===== config.mk =====
export PLATFORM = sky130hd
export DESIGN_NAME = goal_tracker
export DESIGN_NICKNAME = d
export VERILOG_FILES = /design/src/rtl/goal_pkg.sv /design/src/rtl/goal_hold_timer.sv /design/src/rtl/goal_tracker.sv
export SDC_FILE = /design/constraint.sdc
export NUM_CORES = 1
export LEC_CHECK = 0
export ABC_AREA = 1
export CORE_ASPECT_RATIO = 1.1
export CORE_UTILIZATION = 55
export DETAILED_ROUTE_END_ITERATION = 7
export PLACE_DENSITY = 0.89
export SKIP_CTS_REPAIR_TIMING = 1
export SYNTH_ARGS = -nofsm -noshare
export SYNTH_HDL_FRONTEND = slang
export SYNTH_SLANG_ARGS = --single-unit

===== constraint.sdc =====
create_clock -name clk -period 2.1 [get_ports clk]
set_input_delay 0.42 -clock clk [delete_from_list [all_inputs] [get_ports clk]]
set_output_delay 0.42 -clock clk [all_outputs]
set_load 0.005 [all_outputs]

===== src/rtl/goal_pkg.sv =====
// rtl/goal_pkg.sv - shared types and helpers for the goal tracker
// Purpose: round-state and winner encodings plus the game-tick edge detector
//   used by goal_tracker and its hold timer.
// Contents:
//   gt_state_t - IDLE / PLAY / HOLD / OVER
//   winner_t   - NONE=00, LEFT=01, RIGHT=10
//   tick_of()  - rising edge of the game tick clock from two samples
package goal_pkg;

  typedef enum logic [1:0] {
    IDLE = 2'd0,
    PLAY = 2'd1,
    HOLD = 2'd2,
    OVER = 2'd3
  } gt_state_t;

  typedef enum logic [1:0] {
    NONE  = 2'b00,
    LEFT  = 2'b01,
    RIGHT = 2'b10
  } winner_t;

  function automatic logic tick_of(input logic prev_s, input logic cur_s);
    return !prev_s && cur_s;
  endfunction

endpackage


===== src/rtl/goal_hold_timer.sv =====
// rtl/goal_hold_timer.sv - loadable tick down-counter for post-goal hold / auto-serve
// Purpose: counts game ticks down from HOLD_TICKS; expire flags the tick on
//   which the count is 1, i.e. the HOLD_TICKS-th tick after a load.
// Ports:
//   clk      in  system clock
//   clr      in  synchronous active-high reset
//   load     in  load the counter with HOLD_TICKS (wins over counting)
//   tick_en  in  decrement enable, one game tick
//   expire   out high when tick_en and count == 1
module goal_hold_timer #(
  parameter int HOLD_TICKS    = 60,
  parameter bit LOAD_AT_RESET = 1'b0
) (
  input  logic clk,
  input  logic clr,
  input  logic load,
  input  logic tick_en,
  output logic expire
);

  localparam int CNT_W = $clog2(HOLD_TICKS + 1);
  localparam logic [CNT_W-1:0] LOAD_VAL = CNT_W'(HOLD_TICKS);
  localparam logic [CNT_W-1:0] CNT_ONE  = CNT_W'(1);

  logic [CNT_W-1:0] cnt_q, cnt_d;

  always_comb begin
    cnt_d = cnt_q;
    if (load) begin
      cnt_d = LOAD_VAL;
    end else if (tick_en && (cnt_q != '0)) begin
      cnt_d = cnt_q - CNT_ONE;
    end
  end

  always_ff @(posedge clk) begin
    if (clr) begin
      // With auto-serve the IDLE countdown starts straight out of reset.
      cnt_q <= LOAD_AT_RESET ? LOAD_VAL : '0;
    end else begin
      cnt_q <= cnt_d;
    end
  end

  assign expire = tick_en && (cnt_q == CNT_ONE);

endmodule


===== src/rtl/goal_tracker.sv =====
// rtl/goal_tracker.sv - score keeping and round sequencing for the pong game
// Purpose: detects goal events from the mover's collide flags, keeps both
//   scores, walks IDLE -> PLAY -> HOLD/OVER and pulses round_clr on every
//   entry into PLAY so the ball re-centres.
// Config macro: GOAL_TRACKER_AUTO_SERVE_EN - IDLE also serves by itself after
//   HOLD_TICKS ticks (serve still works immediately).
// Ports:
//   clk, clr                 clock, synchronous active-high reset
//   prev_clk_cursor          previous sample of the game tick clock
//   clk_cursor               current sample of the game tick clock
//   collide1, collide2       ball in left / right goal, valid on tick
//   serve                    serve button level
//   score1, score2           left / right player score
//   round_clr                one-clk pulse to the mover's clr
//   freeze                   play suspended
//   winner                   00 none, 01 left, 10 right
//   game_over                a winner has been decided
module goal_tracker
  import goal_pkg::*;
#(
  parameter int WIN_SCORE  = 7,
  parameter int HOLD_TICKS = 60,
  parameter int SCORE_W    = 4
) (
  input  logic               clk,
  input  logic               clr,
  input  logic               prev_clk_cursor,
  input  logic               clk_cursor,
  input  logic               collide1,
  input  logic               collide2,
  input  logic               serve,
  output logic [SCORE_W-1:0] score1,
  output logic [SCORE_W-1:0] score2,
  output logic               round_clr,
  output logic               freeze,
  output logic [1:0]         winner,
  output logic               game_over
);

`ifdef GOAL_TRACKER_AUTO_SERVE_EN
  localparam bit AUTO_SERVE = 1'b1;
`else
  localparam bit AUTO_SERVE = 1'b0;
`endif

  localparam logic [SCORE_W-1:0] WIN_VAL   = SCORE_W'(WIN_SCORE);
  localparam logic [SCORE_W-1:0] SCORE_ONE = SCORE_W'(1);

  gt_state_t          state_q, state_d;
  logic               c1_q, c2_q;
  logic [SCORE_W-1:0] score1_q, score1_d, score2_q, score2_d;
  logic               round_clr_q, round_clr_d;
  logic               freeze_q, freeze_d;
  winner_t            winner_q, winner_d;
  logic               game_over_q, game_over_d;

  logic               tick, ev1, ev2;
  logic [SCORE_W-1:0] inc1, inc2;
  logic               win1, win2;
  logic               hold_load, hold_tick_en, hold_expire;

  assign tick = tick_of(prev_clk_cursor, clk_cursor);
  // A goal is a rising edge across ticks; a left-goal event masks a
  // simultaneous right-goal event.
  assign ev1  = tick && collide1 && !c1_q;
  assign ev2  = tick && collide2 && !c2_q && !ev1;
  assign inc1 = score1_q + SCORE_ONE;
  assign inc2 = score2_q + SCORE_ONE;
  assign win1 = (inc1 == WIN_VAL);
  assign win2 = (inc2 == WIN_VAL);

  assign hold_load    = (state_q == PLAY) && (state_d == HOLD);
  assign hold_tick_en = tick && ((state_q == HOLD) || (AUTO_SERVE && (state_q == IDLE)));

  goal_hold_timer #(
    .HOLD_TICKS   (HOLD_TICKS),
    .LOAD_AT_RESET(AUTO_SERVE)
  ) u_hold (
    .clk    (clk),
    .clr    (clr),
    .load   (hold_load),
    .tick_en(hold_tick_en),
    .expire (hold_expire)
  );

  // State register
  always_ff @(posedge clk) begin
    if (clr) begin
      state_q <= IDLE;
    end else begin
      state_q <= state_d;
    end
  end

  // Next-state logic
  always_comb begin
    state_d = state_q;
    unique case (state_q)
      IDLE: if (serve || hold_expire) state_d = PLAY;
      PLAY: begin
        // A collide1 event credits the right player, collide2 the left.
        if (ev1) begin
          state_d = win2 ? OVER : HOLD;
        end else if (ev2) begin
          state_d = win1 ? OVER : HOLD;
        end
      end
      HOLD: if (hold_expire) state_d = PLAY;
      OVER: if (serve) state_d = PLAY;
      default: state_d = IDLE;
    endcase
  end

  // Output next-values; everything visible is registered
  always_comb begin
    score1_d    = score1_q;
    score2_d    = score2_q;
    winner_d    = winner_q;
    game_over_d = game_over_q;
    round_clr_d = (state_q != PLAY) && (state_d == PLAY);
    freeze_d    = (state_d != PLAY);
    if (state_q == PLAY) begin
      if (ev1) begin
        score2_d = inc2;
        if (win2) begin
          winner_d    = RIGHT;
          game_over_d = 1'b1;
        end
      end else if (ev2) begin
        score1_d = inc1;
        if (win1) begin
          winner_d    = LEFT;
          game_over_d = 1'b1;
        end
      end
    end else if ((state_q == OVER) && serve) begin
      score1_d    = '0;
      score2_d    = '0;
      winner_d    = NONE;
      game_over_d = 1'b0;
    end
  end

  always_ff @(posedge clk) begin
    if (clr) begin
      c1_q        <= 1'b0;
      c2_q        <= 1'b0;
      score1_q    <= '0;
      score2_q    <= '0;
      round_clr_q <= 1'b0;
      freeze_q    <= 1'b1;
      winner_q    <= NONE;
      game_over_q <= 1'b0;
    end else begin
      if (tick) begin
        c1_q <= collide1;
        c2_q <= collide2;
      end
      score1_q    <= score1_d;
      score2_q    <= score2_d;
      round_clr_q <= round_clr_d;
      freeze_q    <= freeze_d;
      winner_q    <= winner_d;
      game_over_q <= game_over_d;
    end
  end

  assign score1    = score1_q;
  assign score2    = score2_q;
  assign round_clr = round_clr_q;
  assign freeze    = freeze_q;
  assign winner    = winner_q;
  assign game_over = game_over_q;

endmodule


==> results of run 1 <==
[cells in the final DEF (no fill, tap or decap), types with 2 or more instances in the layout]
| cell type | instances |
|---|---|
| nand3_2 | 5 |
| a21oi_1 | 17 |
| nand2_1 | 43 |
| nand4_1 | 5 |
| nor2_4 | 2 |
| clkbuf_4 | 3 |
| ha_1 | 6 |
| dfxtp_1 | 23 |
| nor2_1 | 17 |
| clkdlybuf4s50_1 | 19 |
| inv_2 | 2 |
| xor2_1 | 4 |
| nand3_1 | 10 |
| inv_1 | 35 |
| o21ai_0 | 8 |
| nor2_2 | 4 |
[metrics by stage]
| step | power, W | std cells | setup WS [ns] |
|---|---|---|---|
| 2_1_floorplan | 0.000571 | 188 | 0.740 |
| 3_3_place_gp | 0.000620 | 237 | 0.198 |
| 3_5_place_dp | 0.000627 | 237 | 0.144 |
| 4_1_cts | 0.000828 | 241 | 0.368 |
| 5_1_grt | 0.000867 | 241 | 0.316 |
| 6_report | 0.000824 | 241 | 0.374 |
[power groups by stage]
| stage | logic (W) | clock network, W | registers, W |
|---|---|---|---|
| 6_report | 0.000149 | 0.000204 | 0.000471 |
| 2_1_floorplan | 0.0000921 | 0 | 0.000479 |
| 3_5_place_dp | 0.000146 | 0 | 0.000480 |
| 5_1_grt | 0.000168 | 0.000225 | 0.000473 |
| 3_3_place_gp | 0.000141 | 0 | 0.000479 |
| 4_1_cts | 0.000147 | 0.000210 | 0.000471 |
[final cells by class]
class / instances / area, sq um / area share
multi-input cells: 127 / 697 / 0.447
flip-flops and latches: 23 / 460 / 0.295
repair buffers: 20 / 198 / 0.127
inverters: 37 / 139 / 0.0891
well taps: 30 / 37.5 / 0.0241
clock buffers: 3 / 22.5 / 0.0144
clock inverters: 1 / 5.00 / 0.00321
[tightest hold or removal path, delay by kind of cell (launching register included)]
family	cells	cell delay (ns)
flops	1	0.33
compound gates	1	0.06
buf+inv	1	0.05
[metal layers]
metal  vias up  global-route usage  routed length [um]
met4         0               0.127                  62
met5         -                   0                   0
met2        40               0.448                1420
met1       556               0.216                1090
met3        10              0.0374                 127
li1        643                   -                   -
[flip-flops by register name (all words and copies together) (netlist names)]
name and count:
freeze 1, score1 4, score2 4, u_hold.cnt_q 6
c2_q 1, c1_q 1, game_over 1, state_q 2
round_clr 1, winner 2
[kinds of logic (layout without fill, tap and decap cells)]
kind of cell             count (synthesis)  in the layout  synth area share
adder cells (fa/ha/maj)                  6              6            0.0577
buffers and inverters                   38             61             0.110
XOR/XNOR                                 4              4            0.0269
AND/OR/NAND/NOR                         89             89             0.337
AO/OA/AOI/OAI                           28             28             0.115
flip-flops                              23             23             0.354
[worst max-delay path by stage]
stage / depth (start not counted) / to / slack, ns / startpoint
3_5_place_dp: 7 / u_hold.cnt_q[5] / 0.14 / clk_cursor
3_3_place_gp: 7 / u_hold.cnt_q[5] / 0.20 / clk_cursor
4_1_cts: 1 / score2[1] / 0.37 / score2[1]
6_report: 1 / score2[1] / 0.37 / score2[1]
5_1_grt: 1 / score1[2] / 0.32 / score1[2]
2_1_floorplan: 7 / u_hold.cnt_q[5] / 0.74 / prev_clk_cursor
==> results.md, run 1 <==
* Total die area at 0.00256 sq mm
* Total gr overflow at 0
* Crit end category: primary output
* DR vias/cell at 5.18
* Largest net degree at the start of global routing at 15
* P_int at 0.000588 W
* Hold Path Stages at 2
* Layout fillers at 175
* Num CTS Buffers at 3
* Worst endpoint required time at 1.68 ns
* Post-DP HPWL at 2.09 mm
* Worst Path Buf+Inv at 1
* Initial Utilization at 0.583
* First-pass GRT wire length at 4.35 mm
* DRC violations left at 0
* H-tree depth at 1
* Die Wd at 48.4 um
* Final setup viols at 0
* Number of diodes at 0
* DR vias at 1249
* Clock Sink Count at 23
* MaxCap Viol Count at 0
* Sw frac at 0.286
* Worst-path clk slew at 0.13 ns
* Min-delay worst type: reg2reg
* Setup TNS at 0 ns
* Yosys reg bits at 23
* Area of the mapped netlist at 0.00130 sq mm
* Final GP Congestion at 0.795
* WHS at 0.459 ns
* Tcrit/Tclk final at 0.822
* Most common cell in the synthesized netlist: nand2_1
* Primary FF master, synth: dfxtp_1
* Wirelength per Cell at 11.2 um
* Max Clk Rate at 579 MHz
* Crit-path leading delay family: buffers and inverters
* Combinational Power Share at 0.181
* Vias in the first global route at 1102
* Total track usage at 0.222
* Initial antenna violation count at 0
* Area leader, netlist: dfxtp_1
* CTS tree: yes
* Largest stage delay, worst path at 0.54 ns
* Register area share after synthesis at 0.354
* Reg2Reg Launch Point: score2[1]
* Lkg Pwr at 0.655 nW
* Placed inst area at 0.00153 sq mm
* Crit path kind: reg2out
* Final hold violations at 0
* Cells on worst reg2reg path at 11
* Startpoint types: flip-flop
* Hold Path End: game_over
* Vert. Die Dim at 53.0 um
* Crit path arrival time at 1.31 ns
* Pins Over Slew Limit at 0
* EDFF count, synth at 0
* Core Area at 0.00223 sq mm
* Top post-synthesis cells by area: dfxtp_1 (35%), nand2_1 (12%), inv_1 (10%)
* CP max FO at 6
* Power per cell area at 528 mW/mm^2
* Root Driver: clkbuf_4
* Clk_skew at 0.0103 ns
* Nets at 225
* Syn Inst Count at 188
* Ratio of cells with drive above 1 in the final layout at 0.0948
* Tmin final at 1.73 ns
* Total Wirelength at 2.69 mm
* Final ANT Viol Nets at 0
* Synth top area share at 0.354
* Post-synth cell types at 21
* Clk pwr share at 0.247
* DRT Pass-1 Iters at 5
* Seq pwr share at 0.572
* Area delta synth->final at 19.9%
* Rows at 18
* Port-buffer cells at 19
* Ports at 20
* Worst path cell trace: clkdlybuf4s50_1
* R2R setup slack at 0.53 ns
* Status: finished, final reports clean
* P_sw at 0.000236 W
* Fin area at 0.00156 sq mm
* FF-to-FF End: u_hold.cnt_q[1]
* RSZ-0062 raised after global routing: no
* Ys async rst share at 0
* Mapped Nets at 201
* Commonest cells in the netlist: nand2_1 (43), inv_1 (35), dfxtp_1 (23), a21oi_1 (17), nor2_1 (17)
* Syn. warnings at 0
* Tightest Pin Transition at 0.305 ns
* Avg Inst Size Synth at 6.91 sq um
* Clock latency on the worst-skew pair at 0.31 ns
* Final Util at 0.699
* DR iter-0 viols at 43
* VDD IR-drop max at 0.000424 V
* Longest Clk Path Bufs at 2
* Critical-path top delay cell: clkdlybuf4s50_1
* Slew HR at 0.796
* Hold Crit Start: game_over
(Power assumes the default switching activity.)
==> run 2, diff against run 1 <==
--- a/config.mk
+++ b/config.mk
@@ -7,9 +7,9 @@
 export LEC_CHECK = 0
 export ABC_AREA = 1
 export CORE_ASPECT_RATIO = 1.1
-export CORE_UTILIZATION = 55
+export CORE_UTILIZATION = 47
 export DETAILED_ROUTE_END_ITERATION = 7
-export PLACE_DENSITY = 0.89
+export PLACE_DENSITY = 0.82
 export SKIP_CTS_REPAIR_TIMING = 1
 export SYNTH_ARGS = -nofsm -noshare
 export SYNTH_HDL_FRONTEND = slang
==> constraint.sdc (replaced) <==
create_clock -name clk -period 1.54 [get_ports clk]
set_input_delay 0.308 -clock clk [delete_from_list [all_inputs] [get_ports clk]]
set_output_delay 0.308 -clock clk [all_outputs]
set_load 0.005 [all_outputs]
==> results.md, run 2 (same netlist as run 1, synthesis figures left out) <==
* Crit path arrival time at 1.20 ns
* Largest net degree at the start of global routing at 15
* Crit end category: primary output
* Largest stage delay, worst path at 0.50 ns
* RSZ-0062 raised after global routing: yes
* Critical-path top delay cell: clkdlybuf4s50_1
* Cells on worst reg2reg path at 10
* Post-DP HPWL at 1.94 mm
* Pins Over Slew Limit at 0
* Num CTS Buffers at 3
* Crit path kind: reg2out
* Final GP Congestion at 0.836
* Rows at 19
* Commonest non-fill, non-tap cell in the layout: nand2_1
* R2R setup slack at 0.10 ns
* Power per cell area at 673 mW/mm^2
* Max FFs per register at 6
* Tmin final at 1.51 ns
* MaxCap Viol Count at 0
* Tcrit/Tclk final at 0.979
* WHS at 0.409 ns
* Vias in the first global route at 1085
* Hold Path End: c2_q
* Final ANT Viol Nets at 0
* Hold Crit Start: clk_cursor
* Longest Clk Path Bufs at 2
* Initial Utilization at 0.506
* Worst Path Buf+Inv at 1
* DR iter-0 viols at 17
* DR vias/cell at 4.91
* First-pass GRT wire length at 4.39 mm
* Ratio of cells with drive above 1 in the final layout at 0.202
* Worst-path clk slew at 0.13 ns
* CTS tree: yes
* DR vias at 1248
* H-tree depth at 1
* Core Area at 0.00257 sq mm
* FF-to-FF End: u_hold.cnt_q[1]
* Clock latency on the worst-skew pair at 0.31 ns
* Hold Path Stages at 3
* Layout fillers at 233
* Die Wd at 52.1 um
* Number of diodes at 0
* Slew HR at 0.816
* Clk_skew at 0.00841 ns
* Tightest Pin Transition at 0.275 ns
* Crit-path leading delay family: buffers and inverters
* Total Wirelength at 2.65 mm
* Total track usage at 0.193
* Top reg by flops: u_hold.cnt_q
* Total gr overflow at 0
* Port-buffer cells at 19
* DRC violations left at 0
* Vert. Die Dim at 57.2 um
* Worst path cell trace: clkdlybuf4s50_1
* Root Driver: clkbuf_4
* CP max FO at 5
* Initial antenna violation count at 0
* Final setup viols at 0
* Status: finished, final reports clean
* Worst endpoint required time at 1.23 ns
* Area delta synth->final at 30.0%
* Wirelength per Cell at 10.4 um
* Max Clk Rate at 663 MHz
* Lkg Pwr at 0.768 nW
* Nets at 237
* Min-delay worst type: in2reg
* Ports at 20
* Overall Power at 0.00114 W
* Setup TNS at 0 ns
* DRT Pass-1 Iters at 4
* VDD IR-drop max at 0.000729 V
* Startpoint types: flip-flop
* Reg2Reg Launch Point: score2[0]
* Final hold violations at 0
* Clock Sink Count at 23
* Total die area at 0.00298 sq mm
* Most frequent cells in the layout: nand2_1 (41), inv_1 (34), a21oi_1 (17)
## run 2: worst max-delay path by stage
stage / from / depth (start not counted) / endpoint / slack, ns
2_1_floorplan: score2[1] / 11 / u_hold.cnt_q[1] / 0.21
3_3_place_gp: clk_cursor / 8 / u_hold.cnt_q[0] / -0.24
3_5_place_dp: clk_cursor / 8 / u_hold.cnt_q[1] / -0.28
4_1_cts: score2[1] / 1 / score2[1] / -0.07
5_1_grt: score2[0] / 10 / u_hold.cnt_q[0] / -0.01
6_report: score2[1] / 1 / score2[1] / 0.03
## run 2: cell type report
class	count	area (sq um)	share of cell area
multi-input cells	127	707	0.418
flip-flops and latches	23	483	0.286
repair buffers	32	295	0.175
inverters	37	139	0.0822
well taps	31	38.8	0.0229
clock buffers	3	22.5	0.0133
clock inverters	1	5.00	0.00296
## run 2: layer usage
metal | track usage | vias up | share of wire
li1 | - | 664 | -
met1 | 0.238 | 558 | 0.46
met2 | 0.339 | 20 | 0.50
met3 | 0.0373 | 6 | 0.029
met4 | 0.0526 | 0 | 0.014
met5 | 0 | - | 0
## run 2: power by group
group,leakage [nW],internal [W],switching (W)
clock network,0.0177,0.0000971,0.000185
registers,0.193,0.000616,0.0000185
logic,0.558,0.0000964,0.000124
## run 2: through the flow
stage | instance area, sq um | cells | setup slack, ns | util
floorplan | 1300 | 188 | 0.207 | -
global placement | 1580 | 244 | -0.242 | 0.615
detailed placement | 1580 | 244 | -0.282 | 0.615
CTS | 1610 | 248 | -0.0739 | 0.625
global route | 1690 | 254 | -0.0139 | 0.658
finish | 1690 | 254 | 0.0325 | 0.658
==> run 3, diff against run 2 <==
--- a/config.mk
+++ b/config.mk
@@ -8,6 +8,7 @@
 export ABC_AREA = 1
 export CORE_ASPECT_RATIO = 1.1
 export CORE_UTILIZATION = 47
+export CTS_CLUSTER_DIAMETER = 80
 export DETAILED_ROUTE_END_ITERATION = 7
 export PLACE_DENSITY = 0.82
 export SKIP_CTS_REPAIR_TIMING = 1
==> results of run 3 <==
No change in the layout: final DEF, timing and power equal those of run 2.
